--- src/rtl/dp_ctrl_pkg.sv ---
// Shared types and widths for the time-shared datapath controller.
package dp_ctrl_pkg;

  typedef enum logic [1:0] {
    IDLE   = 2'd0,
    SETTLE = 2'd1,
    RESP   = 2'd2
  } state_t;

  localparam int DP_DATA_W = 12;
  localparam int DP_RES_W  = 17;
  localparam int DONE_W    = 16;

endpackage

--- src/rtl/dp_share_ctrl_rr_arbiter.sv ---
// Combinational round-robin arbiter: first asserted request at or after i_ptr wins.
// Zero latency; no backpressure, the caller qualifies o_gnt with its own state.
module rr_arbiter #(
  parameter int N  = 4,
  parameter int IW = (N > 1) ? $clog2(N) : 1
) (
  input  logic [N-1:0]  i_req,
  input  logic [IW-1:0] i_ptr,
  output logic [N-1:0]  o_gnt,
  output logic [IW-1:0] o_idx
);

  logic w_found;

  always_comb begin
    o_gnt   = '0;
    o_idx   = '0;
    w_found = 1'b0;
    for (int i = 0; i < N; i++) begin
      if (!w_found && i_req[(int'(i_ptr) + i) % N]) begin
        w_found                        = 1'b1;
        o_gnt[(int'(i_ptr) + i) % N]   = 1'b1;
        o_idx                          = IW'((int'(i_ptr) + i) % N);
      end
    end
  end

endmodule

--- src/rtl/dp_share_ctrl.sv ---
// Shares one multicycle datapath among NUM_REQ requesters: grant, hold operand SETTLE_CYC cycles, capture.
// Grant-to-response SETTLE_CYC cycles; requests stall until the response is taken by rsp_ready.
module dp_share_ctrl
  import dp_ctrl_pkg::*;
#(
  parameter int NUM_REQ    = 4,
  parameter int DATA_W     = DP_DATA_W,
  parameter int RES_W      = DP_RES_W,
  parameter int SETTLE_CYC = 2
) (
  input  logic                         clk,
  input  logic                         rst_n,
  input  logic [NUM_REQ-1:0]           req_valid,
  input  logic [NUM_REQ*DATA_W-1:0]    req_data,
  output logic [NUM_REQ-1:0]           req_ready,
  output logic [DATA_W-1:0]            dp_in,
  input  logic [RES_W-1:0]             dp_out,
  output logic                         rsp_valid,
  input  logic                         rsp_ready,
  output logic [RES_W-1:0]             rsp_data,
  output logic [$clog2(NUM_REQ)-1:0]   rsp_id,
  output logic                         busy,
  output logic [DONE_W-1:0]            done_count
);

  localparam int ID_W  = $clog2(NUM_REQ);
  localparam int CNT_W = (SETTLE_CYC > 1) ? $clog2(SETTLE_CYC) : 1;

  state_t              r_state;
  logic [ID_W-1:0]     r_rr_ptr;
  logic [ID_W-1:0]     r_id;
  logic [DATA_W-1:0]   r_op;
  logic [CNT_W-1:0]    r_cnt;
  logic                r_rsp_valid;
  logic [RES_W-1:0]    r_rsp_data;
  logic [ID_W-1:0]     r_rsp_id;
  logic [DONE_W-1:0]   r_done_count;

  logic [NUM_REQ-1:0]  w_gnt;
  logic [ID_W-1:0]     w_idx;
  logic                w_take;

  rr_arbiter #(
    .N  (NUM_REQ),
    .IW (ID_W)
  ) u_arb (
    .i_req (req_valid),
    .i_ptr (r_rr_ptr),
    .o_gnt (w_gnt),
    .o_idx (w_idx)
  );

  assign req_ready  = (r_state == IDLE) ? w_gnt : '0;
  assign w_take     = |(req_valid & req_ready);
  // Operand register feeds the datapath in every state, so dp_in moves only on a grant.
  assign dp_in      = r_op;
  assign rsp_valid  = r_rsp_valid;
  assign rsp_data   = r_rsp_data;
  assign rsp_id     = r_rsp_id;
  assign busy       = (r_state != IDLE);
  assign done_count = r_done_count;

  always_ff @(posedge clk or negedge rst_n) begin
    if (!rst_n) begin
      r_state      <= IDLE;
      r_rr_ptr     <= '0;
      r_id         <= '0;
      r_op         <= '0;
      r_cnt        <= '0;
      r_rsp_valid  <= 1'b0;
      r_rsp_data   <= '0;
      r_rsp_id     <= '0;
      r_done_count <= '0;
    end else begin
      case (r_state)
        IDLE: begin
          if (w_take) begin
            r_op     <= req_data[int'(w_idx)*DATA_W +: DATA_W];
            r_id     <= w_idx;
            r_rr_ptr <= (w_idx == ID_W'(NUM_REQ - 1)) ? '0 : w_idx + 1'b1;
            r_cnt    <= CNT_W'(SETTLE_CYC - 1);
            r_state  <= SETTLE;
          end
        end
        SETTLE: begin
          if (r_cnt == '0) begin
            r_rsp_data  <= dp_out;
            r_rsp_id    <= r_id;
            r_rsp_valid <= 1'b1;
            r_state     <= RESP;
          end else begin
            r_cnt <= r_cnt - 1'b1;
          end
        end
        RESP: begin
          if (rsp_ready) begin
            r_rsp_valid  <= 1'b0;
            r_done_count <= r_done_count + 1'b1;
            r_state      <= IDLE;
          end
        end
        default: r_state <= IDLE;
      endcase
    end
  end

endmodule

--- config.mk ---
export PLATFORM = sky130hd
export DESIGN_NAME = dp_share_ctrl
export DESIGN_NICKNAME = d
export VERILOG_FILES = /design/src/rtl/dp_ctrl_pkg.sv /design/src/rtl/dp_share_ctrl_rr_arbiter.sv /design/src/rtl/dp_share_ctrl.sv
export SDC_FILE = /design/constraint.sdc
export NUM_CORES = 1
export LEC_CHECK = 0
export BUFFER_PORTS_ARGS = -buffer_cell sky130_fd_sc_hd__buf_2
export CORE_ASPECT_RATIO = 2
export CORE_MARGIN = 2
export CORE_UTILIZATION = 45
export DETAILED_ROUTE_END_ITERATION = 6
export GPL_ROUTABILITY_DRIVEN = 0
export PLACE_DENSITY_LB_ADDON = 0.1
export RECOVER_POWER = 25
export SLEW_MARGIN = 10
export SYNTH_ARGS = -nofsm -noshare
export SYNTH_HDL_FRONTEND = slang
export SYNTH_SLANG_ARGS = --single-unit
--- constraint.sdc ---
create_clock -name clk -period 3.3 [get_ports clk]
set_clock_uncertainty 0.1 [all_clocks]
set_input_delay 0.33 -clock clk [delete_from_list [all_inputs] [get_ports clk]]
set_output_delay 0.33 -clock clk [all_outputs]
set_load 0.05 [all_outputs]
After elaboration in Yosys (flattened, before gate mapping)
Index checks and enable logic that the tools add are counted.

word-level totals
  bits in registers = 55
  input port bits = 72
  output and inout port bits = 53

operators by class
  add/subtract/negate cells = 6
  multiply operators = 1
  order comparisons = 8
  eq/ne operators = 6
  shift-type cells = 1
  multiplexer cells = 42
  bitwise logic cells = 8
  reductions and logical operators = 24

operators by type and width
  cell                                                                count
  variable part select 48 x 7 -> 12 bit                               1
  2-to-1 mux 4 bit                                                    5
  2-to-1 mux 1 bit                                                    18
  adder 16 x 1 -> 16 bit (second input constant)                      1
  2-to-1 mux 2 bit                                                    8
  less-than comparator 3 x 4 -> 1 bit (second input constant)         3
  OR 4 bit                                                            3
  greater-or-equal comparator 3 x 1 -> 1 bit (second input constant)  3
  binary-select mux 1 bit (select 2 bit)                              4
  demux 1 bit (select 2 bit)                                          4
  AND reduction 2 bit                                                 4
  logical AND 1 bit                                                   7
  != test 2 bit (second input constant)                               3
  one-hot mux 2 bit (3 select lines)                                  1
  AND reduction 3 bit                                                 2
  nonzero test 2 bit                                                  3
  OR reduction 2 bit                                                  3
  adder 2 x 1 -> 2 bit (second input constant)                        2
  adder 2 bit (second input constant)                                 2
  AND 4 bit                                                           1
  == test 2 bit (second input constant)                               2
  multiplier 2 x 2 -> 4 bit (second input constant)                   1
  one-hot mux 1 bit (2 select lines)                                  2
  OR reduction 4 bit                                                  1
  other kinds (8)                                                     12

Longest topological paths before layout
  depth in word-level cells = 19
  depth in mapped cells = 13
  mapped depth without buffers = 10

Cells and area by module
A second synthesis with hierarchy kept.

second synthesis, totals
  cells, all modules = 244
  area, all modules = 3105.5 µm²

modules (own cells, without submodules)
  module         times used  cells each  area an instance (µm²)
  dp_share_ctrl  1           179         2616.3
  rr_arbiter     1           65          489.2

Worst setup path after synthesis
No wires, ideal clock.

  path kind = flip-flop to output port
  start = reg r_rr_ptr[0]
  end = out req_ready[0]
  arrival = 3.121 ns
  data required time = 2.870 ns
  slack = -0.251 ns
  cell stages (with the launch flop) = 10
  cell sequence = dfrtp_1 buf_2 inv_1 ha_1 clkbuf_1 or3b_1 a2111o_1 nand2_1 a22oi_1 a21oi_1

on the way
  longest elaborated chain between the ends = 14

ends and longest elaborated chain
  what                                                                                                                            line                                                            RTL
  start: declaration                                                                                                              dp_share_ctrl.sv:30                                             logic [ID_W-1:0] r_rr_ptr;
  start signal: assignment                                                                                                        dp_share_ctrl.sv:80                                             r_rr_ptr <= (w_idx == ID_W'(NUM_REQ - 1)) ? '0 : w_idx + 1'b1;
  adder 2 x 1 -> 2 bit                                                                                                            dp_share_ctrl_rr_arbiter.sv:20, dp_share_ctrl_rr_arbiter.sv:22
  OR reduction 2 bit (no line)                                                                                                    -
  AND 1 bit (no line)                                                                                                             -
  less-than comparator 3 x 4 -> 1 bit (implied by the code) / greater-or-equal comparator 3 x 1 -> 1 bit (equally long branches)  dp_share_ctrl_rr_arbiter.sv:22                                  o_gnt[(int'(i_ptr) + i) % N] = 1'b1;
  logical AND 1 bit (implied by the code)                                                                                         dp_share_ctrl_rr_arbiter.sv:22
  2-to-1 mux 1 bit (implied by the code)                                                                                          dp_share_ctrl_rr_arbiter.sv:22
  demux 1 bit (select 2 bit)                                                                                                      -
  OR 4 bit (no line)                                                                                                              -
  2-to-1 mux 4 bit                                                                                                                dp_share_ctrl_rr_arbiter.sv:20                                  if (!w_found && i_req[(int'(i_ptr) + i) % N]) begin
  OR 4 bit (no line)                                                                                                              -
  2-to-1 mux 4 bit                                                                                                                dp_share_ctrl_rr_arbiter.sv:20
  OR 4 bit (no line)                                                                                                              -
  2-to-1 mux 4 bit (*)                                                                                                            dp_share_ctrl_rr_arbiter.sv:20
  2-to-1 mux 4 bit (*)                                                                                                            dp_share_ctrl.sv:53                                             assign req_ready = (r_state == IDLE) ? w_gnt : '0;
  end: declaration                                                                                                                dp_share_ctrl.sv:15                                             output logic [NUM_REQ-1:0] req_ready,

Every way passes the cells marked *; elsewhere a longest branch is shown, timed or not. The select of a mux whose other input is x is not followed.

Worst setup path after layout
  start = reg r_rr_ptr[1]
  end = reg r_op[1] (netlist: dp_in[1])

on the way
  longest elaborated chain between the ends = 17

ends and longest elaborated chain
  what                                                           line                 RTL
  branches (longest 17 deep; another with adder 2 x 1 -> 2 bit)  -
  end signal: assignment                                         dp_share_ctrl.sv:78  r_op <= req_data[int'(w_idx)*DATA_W +: DATA_W];
  end: declaration                                               dp_share_ctrl.sv:32  logic [DATA_W-1:0] r_op;

Several ways; the timed one is not identified. The select of a mux whose other input is x is not followed.
A chain may end at the register's enable or synchronous reset.

==> impl_metrics.json <==
{
  "status": "finished clean",
  "syn_inst": 280,
  "syn_area_per_cell_um2": 11.7,
  "rsz0062_at_grt": "no",
  "cts_tree": "yes",
  "grt-ovfl-total": 0,
  "ys_seq_area_frac": 0.421,
  "die_h_um": 125,
  "synth_area_leaders": "dfrtp_1 42%, mux2i_1 13%, mux2_2 9.0%",
  "core-area_um2": 7160,
  "cts_buffer_depth": 2,
  "ys.flop_type": "dfrtp_1",
  "internal_power_mw": 2.58,
  "drc": 0,
  "tns_ns": 0,
  "initialDrtViolationCount": 78,
  "synth_top_cell_area_share": 0.421,
  "clkLatencyLatePin_ns": 0.29,
  "min_period_ns": 3.15,
  "vias_per_cell": 5.19,
  "required_ns": 3.38,
  "grt_pass1_wl_mm": 12.0,
  "htree_levels": 2,
  "clock_sinks": 55,
  "powerDensity_nw_per_um2": 1190,
  "grt_pass1_vias": 2716,
  "arrival_ns": 3.23,
  "whs_ns": 0.166,
  "port_buffers": 124,
  "cp-start-kind": "flip-flop",
  "clock.fmax_mhz": 317,
  "p_sw_mw": 2.42,
  "power_switching_share": 0.484,
  "dp_hpwl_mm": 5.41,
  "cts_made_buffers": 5,
  "max_slew_margin": 0.0673,
  "std_cell_rows": 44,
  "clkPwrFrac": 0.119,
  "ir_worst_vdd_mv": 0.644,
  "endpoint_kind": "flip-flop",
  "nets": 486,
  "dpl_cell_area_um2": 4030,
  "synthArstFlopShare": 1.00,
  "wirelength_mm": 6.95,
  "tightest_slew_ns": 1.40,
  "grt_usage": 0.184,
  "syn2layout_area_growth_pct": 28.0,
  "cts_resized": 0,
  "crit_chain": "inv_1, ha_1, mux4_2, or3b_1, a2bb2oi_2, a32oi_2, a31oi_4, buf_4, mux2_2",
  "synth_top_cell_by_area": "dfrtp_1",
  "synth_warnings": 0,
  "timing.final.max_slew_violations": 0,
  "drive_above_1_share": 0.432,
  "antennaDiodeCount": 0,
  "synth_nets": 362,
  "synth_edf_count": 0,
  "hold_viol": 0,
  "critPathKind": "reg2reg",
  "wl_per_cell_um": 14.0,
  "ioPinCount": 125,
  "finalCritPeriodShare": 0.954,
  "grt_max_degree": 31,
  "final_common_cell": "buf_2",
  "path_clk_slew_ns": 0.07,
  "hp-class": "in2reg",
  "die-area_um2": 8010,
  "p_leak_nw": 2.08,
  "comb_power_share": 0.658,
  "synth.cell_area_um2": 3270,
  "synth.distinct_cells": 50,
  "start_util": 0.457,
  "p_seq_frac": 0.223,
  "cp_slowest_cell": "mux4_2",
  "vias": 2577,
  "synth_seq_cells": 55,
  "path_max_fanout": 16,
  "die_w_um": 64.3,
  "ant_nets": 0,
  "fin_area_um2": 4190,
  "layout_common_cells": "110 x buf_2, 54 x dfrtp_1, 41 x mux2i_1, 26 x mux2_2, 18 x nand2_1",
  "drv_cap": 0,
  "drt_first_pass_iters": 4,
  "r2r_slack_ns": 0.15,
  "max_stage_delay_ns": 0.47,
  "antenna_found_initial": 0,
  "setup_viol": 0,
  "cts_root_buffer": "clkbuf_16"
}
synth_stat cells (2+ instances only):
cell type,instances
buf_4,2
buf_2,6
ha_1,10
nor3_1,5
nand4_1,3
and3_1,2
a21o_1,4
nand2b_1,4
o22ai_1,2
o21ai_0,2
xor2_1,3
mux2_4,9
clkbuf_1,5
dfrtp_1,55
mux4_2,2
mux2i_1,41
inv_1,10
nand2_1,18
nor2_1,8
nand3b_1,3
a22oi_1,2
a221oi_1,2
a21oi_1,9
xnor2_1,12
or3b_1,2
mux2_2,26
nor3b_1,5
nand3_1,6
critical path: cells and delay by family (launching register included):
kind / cells / cell delay [ns]
muxes: 2 / 0.84
AOI/OAI and AO/OA: 3 / 0.49
adders and majority gates: 1 / 0.46
and+or+nand+nor: 1 / 0.42
buffers and inverters: 2 / 0.37
DFF: 1 / 0.34
path summary, 6_finish.rpt:
path	start	endpoint	cells past startpoint
worst min-delay path	dp_out[3]	rsp_data[3]	2
max in group asynchronous	rst_n	rsp_data[1]	3
min in group asynchronous	rst_n	r_id[0]	2
worst max register to register	r_rr_ptr[1]	dp_in[1]	9
worst max-delay path	r_rr_ptr[1]	dp_in[1]	9
worst min register to register	done_count[15]	done_count[15]	1
final cells by class:
cell class / instances / area (um2)
inverter: 10 / 37.5
tap: 92 / 115
clock inverter: 3 / 43.8
sequential: 55 / 1380
timing repair buffer: 132 / 678
clock buffer: 5 / 125
fill: 665 / 2970
multi-input combinational: 200 / 1810
layer usage:
layer,global-route usage,vias up,share of wire
met3,0.0325,10,0.066
met4,0.0588,0,0.017
met1,0.226,1206,0.42
met2,0.320,103,0.50
met5,0,-,0
li1,-,1258,-
what timing repair did:
item | in CTS | in global routing
hold endpoints to repair | 25 | 0
setup buffers | 0 | 0
hold buffers | 1 | 0
state kept, by name, indices dropped and copies added (netlist names):
register / cells
done_count: 16
dp_in: 12
r_cnt: 1
r_id: 2
r_rr_ptr: 2
r_state: 2
rsp_data: 17
rsp_id: 2
rsp_valid: 1
per-stage QoR:
step	instances	util	total power, mW	setup WS, ns
after global placement	488	0.562	4.39	0.266
after global routing	497	0.585	5.31	0.000330
after detailed placement	488	0.562	4.46	0.183
after floorplan	280	-	3.78	0.0195
after CTS	497	0.587	5.07	0.160
final	497	0.585	5.00	0.150
logic make-up (layout without fill, tap and decap cells):
logic type                 after synthesis  after routing  synth area share
muxes                                   79             79             0.278
buffers and inverters                   25            150            0.0356
xor gates and xnor gates                15             15            0.0402
AOI/OAI and AO/OA                       36             36            0.0888
and+or+nand+nor                         60             60            0.0983
adders and majority gates               10             10            0.0383
DFF                                     55             55             0.421
power groups by stage:
stage | Clock, mW | Sequential (mW) | Combinational (mW)
after floorplan | 0 | 1.90 | 1.87
after global placement | 0 | 1.12 | 3.28
after detailed placement | 0 | 1.12 | 3.34
after CTS | 0.612 | 1.12 | 3.34
after global routing | 0.634 | 1.16 | 3.51
final | 0.595 | 1.11 | 3.29
Power figures use the tool's default switching activity.
